$ cat src/rtl/ccg_lut_pkg.sv
// ccg_lut_pkg: shared types and helpers for the LUT evaluator.
// Optional feature macro used by the top: CCG_LUT_PARITY_EN.
package ccg_lut_pkg;

  localparam int N_IN_MAX  = 6;
  localparam int N_OUT_MAX = 32;

  typedef enum logic {UNCFG, RUN} ccg_lut_state_e;

  function automatic int tt_width(input int n);
    return 1 << n;
  endfunction

endpackage

$ cat src/rtl/ccg_lut_cell.sv
// ccg_lut_cell: one programmable truth table with written flag.
// Lookup is purely combinational on the stored table.
module ccg_lut_cell
  import ccg_lut_pkg::*;
#(
  parameter int N_IN = 3
) (
  input  logic                      clk,
  input  logic                      rst_n,
  input  logic                      i_we,
  input  logic [tt_width(N_IN)-1:0] i_tt,
  input  logic [N_IN-1:0]           i_x,
  output logic                      o_val,
  output logic                      o_written
);

  localparam int TT_W = tt_width(N_IN);

  logic [TT_W-1:0] r_tt;
  logic            r_written;

  // Table store and sticky written flag.
  always_ff @(posedge clk or negedge rst_n) begin
    if (!rst_n) begin
      r_tt      <= '0;
      r_written <= 1'b0;
    end else if (i_we) begin
      r_tt      <= i_tt;
      r_written <= 1'b1;
    end
  end

  assign o_val     = r_tt[i_x];
  assign o_written = r_written;

endmodule

$ cat src/rtl/ccg_lut_eval.sv
// ccg_lut_eval: registered multi-output truth-table evaluator.
// Define CCG_LUT_PARITY_EN to add the f_par output (^f).
module ccg_lut_eval
  import ccg_lut_pkg::*;
#(
  parameter int N_IN  = 3,
  parameter int N_OUT = 10,
  localparam int TT_W  = tt_width(N_IN),
  localparam int SEL_W = (N_OUT > 1) ? $clog2(N_OUT) : 1
) (
  input  logic             clk,
  input  logic             rst_n,
  input  logic             cfg_we,
  input  logic [SEL_W-1:0] cfg_sel,
  input  logic [TT_W-1:0]  cfg_tt,
  output logic             cfg_err,
  output logic             cfg_done,
  input  logic             in_valid,
  output logic             in_ready,
  input  logic [N_IN-1:0]  x,
  output logic             out_valid,
  input  logic             out_ready,
  output logic [N_OUT-1:0] f
`ifdef CCG_LUT_PARITY_EN
 ,output logic             f_par
`endif
);

  ccg_lut_state_e r_state;
  ccg_lut_state_e w_state_nxt;

  logic [N_OUT-1:0] w_lut;
  logic [N_OUT-1:0] w_mask;
  logic             w_sel_ok;
  logic             w_accept;
  logic             w_in_ready;
  logic             r_cfg_err;
  logic             r_cfg_done;
  logic             r_out_valid;
  logic [N_OUT-1:0] r_f;

  assign w_sel_ok = 32'(cfg_sel) < N_OUT;

  for (genvar k = 0; k < N_OUT; k++) begin : g_cell
    ccg_lut_cell #(
      .N_IN(N_IN)
    ) u_cell (
      .clk      (clk),
      .rst_n    (rst_n),
      .i_we     (cfg_we && (32'(cfg_sel) == k)),
      .i_tt     (cfg_tt),
      .i_x      (x),
      .o_val    (w_lut[k]),
      .o_written(w_mask[k])
    );
  end

  // Config status: one-cycle error pulse and sticky done.
  always_ff @(posedge clk or negedge rst_n) begin
    if (!rst_n) begin
      r_cfg_err  <= 1'b0;
      r_cfg_done <= 1'b0;
    end else begin
      r_cfg_err  <= cfg_we && !w_sel_ok;
      r_cfg_done <= r_cfg_done | (&w_mask);
    end
  end

  // State register.
  always_ff @(posedge clk or negedge rst_n) begin
    if (!rst_n) r_state <= UNCFG;
    else        r_state <= w_state_nxt;
  end

  // Next state and input-side ready.
  always_comb begin
    w_state_nxt = r_state;
    w_in_ready  = 1'b0;
    unique case (r_state)
      UNCFG: begin
        if (&w_mask) w_state_nxt = RUN;
      end
      RUN: begin
        w_in_ready = !r_out_valid || out_ready;
      end
      default: w_state_nxt = UNCFG;
    endcase
  end

  assign w_accept = in_valid && w_in_ready;

  // Output stage: load on accept, clear valid on drain only.
  always_ff @(posedge clk or negedge rst_n) begin
    if (!rst_n) begin
      r_out_valid <= 1'b0;
      r_f         <= '0;
    end else if (w_accept) begin
      r_out_valid <= 1'b1;
      r_f         <= w_lut;
    end else if (r_out_valid && out_ready) begin
      r_out_valid <= 1'b0;
    end
  end

`ifdef CCG_LUT_PARITY_EN
  logic r_f_par;

  // Parity registered alongside f with identical hold rules.
  always_ff @(posedge clk or negedge rst_n) begin
    if (!rst_n)        r_f_par <= 1'b0;
    else if (w_accept) r_f_par <= ^w_lut;
  end

  assign f_par = r_f_par;
`endif

  assign cfg_err   = r_cfg_err;
  assign cfg_done  = r_cfg_done;
  assign in_ready  = w_in_ready;
  assign out_valid = r_out_valid;
  assign f         = r_f;

endmodule

$ cat config.mk
export PLATFORM = sky130hd
export DESIGN_NAME = ccg_lut_eval
export DESIGN_NICKNAME = d
export VERILOG_FILES = /design/src/rtl/ccg_lut_pkg.sv /design/src/rtl/ccg_lut_cell.sv /design/src/rtl/ccg_lut_eval.sv
export SDC_FILE = /design/constraint.sdc
export NUM_CORES = 1
export LEC_CHECK = 0
export CORE_UTILIZATION = 52
export DETAILED_ROUTE_END_ITERATION = 6
export GPL_ROUTABILITY_DRIVEN = 1
export GPL_TIMING_DRIVEN = 0
export HOLD_SLACK_MARGIN = 0.02
export PLACE_DENSITY = 0.86
export RECOVER_POWER = 50
export SLEW_MARGIN = 20
export SYNTH_ARGS = -nofsm -noshare
export SYNTH_HDL_FRONTEND = slang
export SYNTH_HIERARCHICAL = 1
export SYNTH_SLANG_ARGS = --single-unit
$ cat constraint.sdc
create_clock -name clk -period 1.3 [get_ports clk]
set_input_delay 0.26 -clock clk [delete_from_list [all_inputs] [get_ports clk]]
set_output_delay 0.26 -clock clk [all_outputs]
set_load 0.01 [all_outputs]
==> results.sh <==
export IMPL_status="complete, but fails checks"
export IMPL_violations="negative setup slack"
export IMPL_maxCapViolCount=0
export IMPL_antenna_found_initial=0
export IMPL_power_density_nw_per_um2=1670
export IMPL_routed_wl_um=9270
export IMPL_critPathTopFamily="multiplexers"
export IMPL_via_per_inst=5.80
export IMPL_worstPathArrival_ns=1.78
export IMPL_stdcell_area_um2=5480
export IMPL_peakVddDrop_v=0.000593
export IMPL_tritoncts="done"
export IMPL_start_kind="flip-flop"
export IMPL_path_clk_slew_ns=0.09
export IMPL_wire_per_inst_um=20.8
export IMPL_place_congestion=0.758
export IMPL_hp_class="input pin to flip-flop"
export IMPL_numCtsBuffers=9
export IMPL_grt_usage=0.228
export IMPL_vias=2583
export IMPL_grt_max_degree=59
export IMPL_multi_input_area_um2=1990
export IMPL_synth_area_um2=4560
export IMPL_critPathMaxStageDelay_ns=0.48
export IMPL_layout_cells_non_filler=445
export IMPL_utilization=0.657
export IMPL_cpMaxStageDelayCell="mux4_2"
export IMPL_start_util=0.547
export IMPL_avgSynthCellArea_um2=16.7
export IMPL_place_ws_ns=-1.30
export IMPL_setup_violations=55
export IMPL_hpwl_um=5780
export IMPL_ff2ff_setup_slack_ns=-0.23
export IMPL_cts_num_sinks=104
export IMPL_yosysTopAreaCellShare=0.571
export IMPL_cp_end_kind="flip-flop"
export IMPL_area_delta_synth_final_pct=20.3
export IMPL_cts_max_path_buffers=2
export IMPL_period_minus_slack_ns=1.53
export IMPL_hold_end="cfg_err$_DFF_PN0_"
export IMPL_placed_cells=413
export IMPL_cp_max_fo=2
export IMPL_nFillCells=579
export IMPL_rsz0062_at_grt="true"
export IMPL_die_x_um=95.6
export IMPL_r2r_start="g_cell[7].u_cell/r_tt[5]$_DFFE_PN0P_"
export IMPL_leakage_nw=2.44
export IMPL_post_route_cells_drive_above_1_share=0.556
export IMPL_rows=33
export IMPL_maxSlewHeadroom=0.463
export IMPL_place_area_um2=5190
export IMPL_synthCells=273
export IMPL_drtAntennaViolNets=0
export IMPL_htreeDepth=3
export IMPL_drt_pass1_iter_count=4
export IMPL_final_setup_tns_ns=-5.98
export IMPL_async_flop_share=1.00
export IMPL_rr_worst_depth=3
export IMPL_ys_ff_latch=104
export IMPL_hold_path_cell_count=3
export IMPL_cp_data_required_time_ns=1.56
export IMPL_cts_root_buf="clkbuf_8"
export IMPL_postLayoutSetupSlackWorst_ns=-0.226
export IMPL_clkLatencyLatePin_ns=0.37
export IMPL_grt_pass1_vias=2799
export IMPL_drc=0
export IMPL_drtIter0Drc=141
export IMPL_synth_top_flop_cell="dfrtp_1"
export IMPL_path_common_cell="mux2_4"
export IMPL_synthesis_nets=293
export IMPL_yosysUniqueCellTypes=18
export IMPL_fmax_mhz=655
export IMPL_diodes=0
export IMPL_synth_area_leaders="dfrtp_1, mux2_2, mux4_1"
export IMPL_die_y_um=95.6
export IMPL_skew_ns=0.00695
export IMPL_crit_type="flip-flop to flip-flop"
export IMPL_layout_worst_path_cycle_share=1.17
export IMPL_ys_warn_count=6
export IMPL_dieArea_um2=9140
export IMPL_ys_seq_area_frac=0.571
export IMPL_io_pin_count=34
export IMPL_rr_endpoint="f[7]$_DFFE_PN0P_"
export IMPL_synth_top_area_cell="dfrtp_1"
export IMPL_grt_overflow_total=0
export IMPL_worst_slew_pin_slew_ns=0.805
export IMPL_crit_chain="mux4_2 -> mux2_4 -> mux2_4"
export IMPL_min_from="cfg_sel[2]"
export IMPL_synth_edff_count=0
export IMPL_hold_violations=0
export IMPL_seq_area_um2=2600
export IMPL_numPortBuffers=33
export IMPL_coreArea_um2=8340
export IMPL_holdWs_ns=0.236
export IMPL_slew_viol_final=0
export IMPL_final_nets=355
export IMPL_p_total_mw=9.13
export IMPL_grt_pass1_wl_um=14900
export IMPL_path_buf_inv=0
## sequential cells by signal (all words and copies together), names as in the netlist
signal,count
g_cell.u_cell/r_tt,80
f,10
g_cell.u_cell/o_written,10
cfg_done,1
cfg_err,1
out_valid,1
r_state,1
## per-layer routing
metal  share of wire  track usage  wire [um]
met4           0.027       0.0908        254
met1            0.45        0.303       4190
met3           0.036       0.0550        330
met2            0.48        0.365       4490
met5               0            0          0
## worst register-to-register path, cell delays in order, from the launching register on
cell     delay, ns
dfrtp_1       0.38
mux4_2        0.48
mux2_4        0.29
mux2_4        0.27
## cells by family (layout without fill, tap and decap cells)
| kind of cell | count (synthesis) | in the layout | synth area share |
|---|---|---|---|
| simple gates | 38 | 38 | 0.0486 |
| mux | 120 | 120 | 0.370 |
| buf+inv | 11 | 78 | 0.0107 |
| flops | 104 | 104 | 0.571 |
## cell usage after synthesis, drive strengths merged, types with 2 or more instances
master	instances
clkbuf	10
mux4	20
dfrtp	104
nor3	4
nand4	2
nand2	4
mux2	100
nand2b	3
nor2	8
or2	12
## report_power, final
| group | switching (mW) | leakage [nW] | total [mW] | internal (mW) |
|---|---|---|---|---|
| registers | 0.438 | 1.26 | 4.49 | 4.05 |
| clock network | 1.09 | 0.104 | 2.18 | 1.09 |
| logic | 0.804 | 1.08 | 2.46 | 1.66 |
| total | 2.33 | 2.44 | 9.13 | 6.80 |
## cell usage in the layout (no fill, tap or decap), types with 2 or more instances in the layout
master           Yosys  final
nor2_1               8      6
nand4_1              2      2
clkbuf_8             0     10
clkdlybuf4s50_1      0     10
or2_2               12     12
mux4_2               0     20
buf_6                1      2
mux2_4               9     45
nand2b_1             2      2
nor3_1               4      3
buf_8                0      2
nand2_1              4      4
mux2_2              91     55
clkbuf_4             0      4
clkdlybuf4s15_1      0      9
buf_2                0      2
buf_16               0      2
buf_4                0     15
clkbuf_2             0      8
clkbuf_1            10      7
bufinv_16            0      2
dfrtp_1            104    104
## worst max-delay path by stage
stage	start	to	cells after the start
2_1_floorplan	g_cell[0].u_cell/r_tt[5]$_DFFE_PN0P_	f[0]$_DFFE_PN0P_	3
3_3_place_gp	rst_n	g_cell[6].u_cell/r_tt[5]$_DFFE_PN0P_	1
3_5_place_dp	x[2]	f[7]$_DFFE_PN0P_	4
4_1_cts	g_cell[7].u_cell/r_tt[5]$_DFFE_PN0P_	f[7]$_DFFE_PN0P_	3
5_1_grt	g_cell[7].u_cell/r_tt[5]$_DFFE_PN0P_	f[7]$_DFFE_PN0P_	3
6_report	g_cell[7].u_cell/r_tt[5]$_DFFE_PN0P_	f[7]$_DFFE_PN0P_	3
## cell type report
class                           instances  share of cell area
Buffer                                 11              0.0167
Clock buffer                           11              0.0240
Clock inverter                          5              0.0148
Multi-Input combinational cell        158               0.364
Sequential cell                       104               0.475
Tap cell                              105              0.0240
Timing Repair Buffer                   51              0.0822
## timing repair
action	in CTS	in global routing
cloned	3	0
hold buffers	1	0
buffers inserted	9	3
setup endpoints to repair	113	57
endpoints found under the hold margin	46	0
gates resized for setup	63	12
pin swaps	3	2
(Power assumes the default switching activity.)
